--- src/rtl/plru_replacement_unit.sv ---
// rtl/plru_replacement_unit.sv - per-set tree-PLRU replacement engine with invalid-first victim selection
//
// Ports:
//   clk, reset_n            clock (rising edge), synchronous active-low reset
//   flush                   pulse: restart the clearing sweep of all PLRU state
//   busy                    sweep in progress
//   sel_valid/sel_ready     victim request handshake (sel_ready = !busy)
//   sel_set, sel_valids     set index and per-way valid bits of the request
//   victim_valid            one-cycle response pulse, one cycle after acceptance
//   victim_way              chosen way
//   victim_was_invalid      victim picked because that way was invalid
//   touch_valid/set/way     access update (hit or fill)
module plru_replacement_unit #(
    parameter int WAYS       = 4,
    parameter int LOG_WAYS   = 2,
    parameter int SETS       = 64,
    parameter int LOG_SETS   = 6,
    parameter int AUTO_TOUCH = 0
) (
    input  logic                clk,
    input  logic                reset_n,
    input  logic                flush,
    output logic                busy,
    input  logic                sel_valid,
    output logic                sel_ready,
    input  logic [LOG_SETS-1:0] sel_set,
    input  logic [WAYS-1:0]     sel_valids,
    output logic                victim_valid,
    output logic [LOG_WAYS-1:0] victim_way,
    output logic                victim_was_invalid,
    input  logic                touch_valid,
    input  logic [LOG_SETS-1:0] touch_set,
    input  logic [LOG_WAYS-1:0] touch_way
);

    // width of an index into the WAYS-1 node bits of one set
    localparam int NW = (WAYS > 2) ? $clog2(WAYS - 1) : 1;
    localparam logic [LOG_SETS-1:0] LAST_SET = LOG_SETS'(SETS - 1);

    typedef enum logic {
        ST_SWEEP,
        ST_IDLE
    } state_t;

    state_t              state_q, state_d;
    logic [LOG_SETS-1:0] cnt_q, cnt_d;

    // heap-ordered node bits per set; cleared by the sweep, so no reset
    logic [WAYS-2:0]     plru [SETS];

    logic                accept;
    logic                touch_en;
    logic [WAYS-2:0]     sel_cur;
    logic                inv_found;
    logic [LOG_WAYS-1:0] inv_way;
    logic [LOG_WAYS-1:0] victim_way_d;

    // Level l of the tree holds nodes (2^l)-1 .. (2^(l+1))-2; the node a way
    // passes through at level l is offset by the way's top l bits, and the
    // way's next bit says which child it descends into.
    function automatic logic [WAYS-2:0] touch_bits(input logic [WAYS-2:0] bits,
                                                   input logic [LOG_WAYS-1:0] way);
        logic [WAYS-2:0]     r;
        logic [LOG_WAYS-1:0] prefix;
        logic [LOG_WAYS-1:0] dir;
        logic [NW-1:0]       idx;
        r = bits;
        for (int l = 0; l < LOG_WAYS; l++) begin
            prefix = way >> (LOG_WAYS - l);
            dir    = way >> (LOG_WAYS - 1 - l);
            idx    = NW'((1 << l) - 1 + int'(prefix));
            r[idx] = ~dir[0];   // point away from the accessed way
        end
        return r;
    endfunction

    function automatic logic [LOG_WAYS-1:0] walk_tree(input logic [WAYS-2:0] bits);
        int            p;
        logic [NW-1:0] idx;
        p = 0;
        for (int l = 0; l < LOG_WAYS; l++) begin
            idx = NW'((1 << l) - 1 + p);
            p   = 2 * p + int'(bits[idx]);
        end
        return LOG_WAYS'(p);
    endfunction

    assign busy      = (state_q == ST_SWEEP);
    assign sel_ready = !busy;
    assign accept    = sel_valid && sel_ready;
    assign touch_en  = touch_valid && !busy;

    always_ff @(posedge clk) begin
        if (!reset_n) begin
            state_q <= ST_SWEEP;
            cnt_q   <= '0;
        end else begin
            state_q <= state_d;
            cnt_q   <= cnt_d;
        end
    end

    always_comb begin
        state_d = state_q;
        cnt_d   = cnt_q;
        case (state_q)
            ST_SWEEP: begin
                if (flush) begin
                    cnt_d = '0;
                end else if (cnt_q == LAST_SET) begin
                    state_d = ST_IDLE;
                    cnt_d   = '0;
                end else begin
                    cnt_d = cnt_q + 1'b1;
                end
            end
            default: begin
                if (flush) begin
                    state_d = ST_SWEEP;
                    cnt_d   = '0;
                end
            end
        endcase
    end

    // The victim sees a same-edge touch to its own set.
    always_comb begin
        sel_cur = plru[sel_set];
        if (touch_en && (touch_set == sel_set)) begin
            sel_cur = touch_bits(sel_cur, touch_way);
        end
        inv_found = 1'b0;
        inv_way   = '0;
        for (int i = WAYS - 1; i >= 0; i--) begin
            if (!sel_valids[i]) begin
                inv_found = 1'b1;
                inv_way   = LOG_WAYS'(i);
            end
        end
        victim_way_d = inv_found ? inv_way : walk_tree(sel_cur);
    end

    // When both writes target the same set the auto-touch is issued last and
    // already includes the access touch, so it wins on shared path nodes.
    always_ff @(posedge clk) begin
        if (busy) begin
            plru[cnt_q] <= '0;
        end else begin
            if (touch_en) begin
                plru[touch_set] <= touch_bits(plru[touch_set], touch_way);
            end
            if ((AUTO_TOUCH != 0) && accept) begin
                plru[sel_set] <= touch_bits(sel_cur, victim_way_d);
            end
        end
    end

    always_ff @(posedge clk) begin
        if (!reset_n) begin
            victim_valid       <= 1'b0;
            victim_way         <= '0;
            victim_was_invalid <= 1'b0;
        end else begin
            victim_valid <= accept;
            if (accept) begin
                victim_way         <= victim_way_d;
                victim_was_invalid <= inv_found;
            end
        end
    end

endmodule

--- config.mk ---
export PLATFORM = sky130hd
export DESIGN_NAME = plru_replacement_unit
export DESIGN_NICKNAME = d
export VERILOG_FILES = /design/src/rtl/plru_replacement_unit.sv
export SDC_FILE = /design/constraint.sdc
export NUM_CORES = 1
export LEC_CHECK = 0
export ABC_AREA = 1
export CAP_MARGIN = 15
export CORE_MARGIN = 8
export CORE_UTILIZATION = 40
export DETAILED_ROUTE_END_ITERATION = 6
export MAX_ROUTING_LAYER = met4
export PLACE_DENSITY = 0.54
export SYNTH_ARGS = -nofsm -noshare
export SYNTH_HDL_FRONTEND = slang
export SYNTH_SLANG_ARGS = --single-unit
--- constraint.sdc ---
create_clock -name clk -period 3.6 [get_ports clk]
set_input_delay 0.54 -clock clk [delete_from_list [all_inputs] [get_ports clk]]
set_output_delay 0.54 -clock clk [all_outputs]
set_load 0.02 [all_outputs]
; ---- Yosys cells after proc, flatten, opt, wreduce, memory -nomap -nowiden
; Memory sizes are Yosys's and may differ from the RTL's.
; Cells that the tools add are included.
[totals]
ff_bits = 11
mem_bits_rw = 192
input_bits = 23
out_inout_bits = 6
wordCells = 55
mem_count = 1
[classes]
add_sub_neg = 4
magnitude_cmp = 3
n_eq_ne = 3
n_mux = 31
bitwise_logic = 3
n_reduce_logical = 5
[mem_list]
columns = name, words, width, rd, rd_clocked_by_memory_dff, write_ports, line_no
row1 = plru, 64, 3, 2, 0, 1, 49  ; logic [WAYS-2:0] plru [SETS];
[op_table]
columns = cell, n
row1 = $mux 6, 5
row2 = $mux 1, 15
row3 = $mux 2, 5
row4 = $add 6x1->6 const B, 1
row5 = $bwmux 3, 2
row6 = $eq 6x6->1, 1
row7 = $eq 6x6->1 const B, 1
row8 = $lt 2x3->1 const B, 2
row9 = $mux 3, 2
row10 = $add 1x1->2 const A, 2
row11 = $logic_and 1x1->1, 4
row12 = $not 1->1, 3
row13 = $reduce_or 3->1, 1
row14 = $add 2x1->2, 1
row15 = $bmux 1 s2, 1
row16 = $demux 1 s2, 1
row17 = $ge 2x1->1 const B, 1
row18 = $ne 2x2->1 const B, 1

; ---- Depth between registers and ports, before layout
[logic_depth]
ltp_word = 12
depth_mapped = 16
depth_no_buf = 13

; ---- Worst setup path before layout
; Ideal clock, no wire load.
[synth_path]
kind = reg-to-reg
startpoint = reg state_q, in the netlist sel_ready
endpoint = mem plru[0][0] (netlist bit), data pin
setup_time_ps = 499
t_arrival_ps = 2377
required_time_ps = 3101
setup_slack_ps = 724
path_stages_with_launch = 5
path_buffers = 2
period_less_slack_ps = 2876
cell_sequence = dfxtp_1 buf_4 nand2_4 buf_2 nor2_1
[synth_via]
elab_chain_len = 6
[synth_rtl]
columns = element, line_no
row1 = from (decl), 45  ; state_t state_q, state_d;
row2 = from (signal assigned), 98  ; state_q <= state_d;
row3 = $logic_and 1x1->1, 91  ; assign touch_en = touch_valid && !busy;
row4 = $mux 1, 149  ; if (touch_en) begin
row5 = $mux 1 *, 146  ; if (busy) begin
row6 = $mux 1 (implied by the code) *, 150  ; plru[touch_set] <= touch_bits(plru[touch_set], touch_way);
row7 = $reduce_or 3->1 (no line) *, -
row8 = $mux 3 (no line) *, -
row9 = to (decl), 49
; Mark *: on every way between the ends. The rest lies on a longest branch, timed or not.

; ---- Final worst setup path
[layout_path]
startpoint = reg state_q, in the netlist sel_ready
endpoint = mem plru[48][1] (netlist bit) (enable)
[layout_via]
elab_chain_len = 6
word_cells_on_any_way = 8
classes_between = 6 x mux / 2 x reduce/logical
[layout_rtl]
columns = element, line_no
row1 = $logic_and 1x1->1, 91
row2 = $mux 1, 149
row3 = $mux 1, 146
row4 = $mux 1 (implied by the code), 150
row5 = $reduce_or 3->1 (no line), -
row6 = $mux 6 (no line) / $mux 1 (equally long branches), -
; Parallel ways exist; a longest one is shown, timed or not.

==> flow_metrics.py <==
metrics = {
    "synthesis": {
        "synth-compound-area-share_pct": 10.8,
        "yosys.area.top_type": "edfxtp_1",
        "synthesis.area_um2": 10100,
        "synthDistinctLibCells": 33,
        "synth_top_area_share_pct": 57.3,
        "syn-num-nets": 1110,
        "ys_seq_elements": 203,
        "synth_xor_area_share_pct": 0.261,
        "ys_warn_count": 0,
        "async_flop_share_pct": 0,
        "synth-edff-count": 192,
        "avgSynthCellArea_um2": 9.27,
        "synth.area.top_cells": "edfxtp_1 57%, nand2_1 8.6%, nand3_1 7.5%",
        "yosys.area_share.simple_pct": 23.7,
        "synthCells": 1086,
        "synth_top_family_by_area": "simple AND/OR/NAND/NOR gates",
        "synthAdderAreaFrac_pct": 0.124,
        "synthMuxAreaShare_pct": 0,
        "ys.flop_type": "edfxtp_1",
        "yosysSeqAreaShare_pct": 59.5,
        "yosysMostFrequentCell": "nand2_1",
        "synthTopCellsByCount": "230 x nand2_1, 192 x edfxtp_1, 153 x nor2_1",
    },
    "global_route": {
        "grtUsageMet3_pct": 3.39,
        "grt_max_degree": 95,
        "antenna_found_initial": 0,
        "groute.usage.overall_pct": 20.8,
        "grt_util_met1_pct": 26.8,
        "grt_util_met2_pct": 32.7,
        "grt_pass1_vias": 8066,
        "globalRouteOverflowTotal": 0,
        "grt_pass1_wl_mm": 48.1,
        "top_usage_layer": "met2",
    },
    "route": {
        "vias": 8170,
        "postRouteWirelength_mm": 31.2,
        "first_iter_violations": 874,
        "first_pass_iters": 6,
        "drcViolationCount": 0,
        "ant_nets": 0,
        "routed_via_density": 5.58,
        "wl_per_cell_um": 21.3,
    },
    "sta": {
        "fin_crit_ps": 2600,
        "tightest_slew_ps": 717,
        "slew_violations": 0,
        "clock_skew_ps": 18.3,
        "setup_slack_ps": 997,
        "tns_ps": 0,
        "slew_headroom_pct": 52.1,
        "grt_setup_unrepaired": "false",
        "fmax_mhz": 384,
        "min_period_over_period_pct": 72.3,
        "finalSetupViolCount": 0,
        "hold_violations": 0,
    },
    "place": {
        "place_hpwl_mm": 20.1,
        "gp_congestion": 0.916,
        "pre_cts_slack_ps": 544,
        "place.port_buffers": 28,
    },
    "power_and_ir_drop": {
        "peakVddDrop_mv": 0.269,
        "powerDensity_nw_per_um2": 461,
        "total_power_w": 0.00533,
        "p_leak_nw": 4.38,
    },
    "cts": {
        "htreeDepth": 1,
        "clockBufferDepth": 3,
        "clock_latency_ps": 520,
        "cts-resized-gates": 0,
        "cts.clk_slew.worst_paths_ps": 60,
        "cts_sinks": 203,
        "postCtsHoldBufs": 0,
        "cts_tree": "done",
        "cts_buffers": 22,
        "cts_root_buf": "clkbuf_16",
        "cts_setup_buffers": 0,
    },
    "floorplanning": {
        "die_h_um": 175,
        "die_area_um2": 30500,
        "core_area_um2": 25000,
        "start_util_pct": 40.3,
        "num_rows": 58,
        "die_width_um": 175,
        "boundaryPins": 29,
    },
    "critical_path": {
        "worst-path-max-fanout": 16,
        "crit_type": "reg2reg",
        "crit_arrival_ps": 2790,
        "cp_data_required_time_ps": 3790,
        "max_stage_delay_ps": 540,
        "crit_path_start": "sel_ready$_SDFF_PN0_",
        "cpLargestDelayFamily": "simple AND/OR/NAND/NOR gates",
        "critPathBufInv": 1,
        "end_kind": "flop",
        "r2r_slack_ps": 1000,
        "critPathCapture": "plru[48][1]$_DFFE_PP_",
        "crit_path_frequent_cell": "nor2_1",
        "worstPathCellList": "nand2_4 -> o21ai_2 -> clkinv_1 -> nor2_1 -> nand3_2 -> nor2_1",
        "cp_slowest_cell": "dfxtp_1",
        "crit_path_start_kind": "flop",
        "r2r-start": "sel_ready$_SDFF_PN0_",
        "worstSetupPathDepth": 6,
        "reg2reg_to": "plru[48][1]$_DFFE_PP_",
        "r2r_cells": 6,
    },
    "final_layout": {
        "antenna_cells": 0,
        "final_core_util_pct": 46.4,
        "fillCellCount": 2387,
        "final_nets": 1143,
        "drive_gt1_share_pct": 8.72,
        "synthToLayoutAreaGrowth_pct": 15.1,
    },
    "run": {
        "maxCapViolCount": 0,
    },
    "hold_path": {
        "hold_class": "reg2reg",
    },
    "outcome": {
        "outcome": "complete, no violations",
    },
}
power breakdown:
| group | internal, W | switching, W | total, W |
|---|---|---|---|
| clock | 0.00145 | 0.000918 | 0.00236 |
| sequential | 0.00255 | 0.00000348 | 0.00255 |
| combinational | 0.000136 | 0.000284 | 0.000419 |
state kept, by name (all words and copies together), names as in the netlist:
name                flops
plru                  192
cnt_q                   6
sel_ready               1
victim_was_invalid      1
victim_way              2
victim_valid            1
cells by family after synthesis:
| logic type | Yosys count |
|---|---|
| XOR/XNOR | 3 |
| adder cells (fa/ha/maj) | 1 |
| AND/OR/NAND/NOR | 564 |
| buffers and inverters | 120 |
| flip-flops | 203 |
| AO/OA/AOI/OAI | 195 |
worst register-to-register path, cell delays in order (launching register included):
cell and delay (ps):
dfxtp_1 540, nand2_4 220, o21ai_2 280, clkinv_1 290, nor2_1 260, nand3_2 340, nor2_1 370
cell type report:
| type | instances | area [µm²] | share of cell area, % |
|---|---|---|---|
| sequential | 203 | 5990 | 51.7 |
| multi-input combinational | 763 | 3520 | 30.4 |
| timing repair buffer | 76 | 711 | 6.14 |
| clock buffer | 26 | 587 | 5.07 |
| tap | 330 | 413 | 3.56 |
| inverter | 53 | 201 | 1.74 |
| clock inverter | 14 | 164 | 1.41 |
metrics by stage:
step                      hold WS [ps]  cell area [µm²]  std cells
final                              470            11600       1465
after global placement             456            10800       1425
after floorplan                    459            10100       1086
after global routing               513            11600       1465
after CTS                          469            11600       1465
after detailed placement           460            10800       1425
placed cells by master, fill, tap and decap left out, types with 3 or more instances in the layout:
cell	instances
bufinv_16	4
a21oi_1	30
buf_2	3
o22ai_1	18
or2_2	5
nor4_1	6
nand3_1	151
nor2_1	152
nor3_1	9
clkbuf_1	3
inv_1	45
buf_4	42
buf_12	7
nand2_1	230
o21ai_2	3
clkbuf_16	23
edfxtp_1	192
o21ai_1	13
xor2_1	3
o211ai_1	23
clkinv_1	11
nand4_1	6
inv_2	3
o21ai_0	102
dfxtp_1	11
clkdlybuf4s50_1	24
layer usage:
metal / part of all wire [%] / vias to the layer above
li1: - / 3882
met1: 44 / 3918
met2: 46 / 300
met3: 6.7 / 70
met4: 3.6 / 0
met5: 0 / -
worst min path at each step:
stage                                     from                          to  cells after the start
floorplan                cnt_q[0]$_SDFFE_PN0P_       cnt_q[0]$_SDFFE_PN0P_                      1
global placement    victim_way[1]$_SDFFE_PN0P_  victim_way[1]$_SDFFE_PN0P_                      2
detailed placement  victim_way[1]$_SDFFE_PN0P_  victim_way[1]$_SDFFE_PN0P_                      2
CTS                 victim_way[1]$_SDFFE_PN0P_  victim_way[1]$_SDFFE_PN0P_                      2
global route        victim_way[1]$_SDFFE_PN0P_  victim_way[1]$_SDFFE_PN0P_                      2
finish              victim_way[1]$_SDFFE_PN0P_  victim_way[1]$_SDFFE_PN0P_                      2
Note: power is estimated with default switching activity, not from simulation.
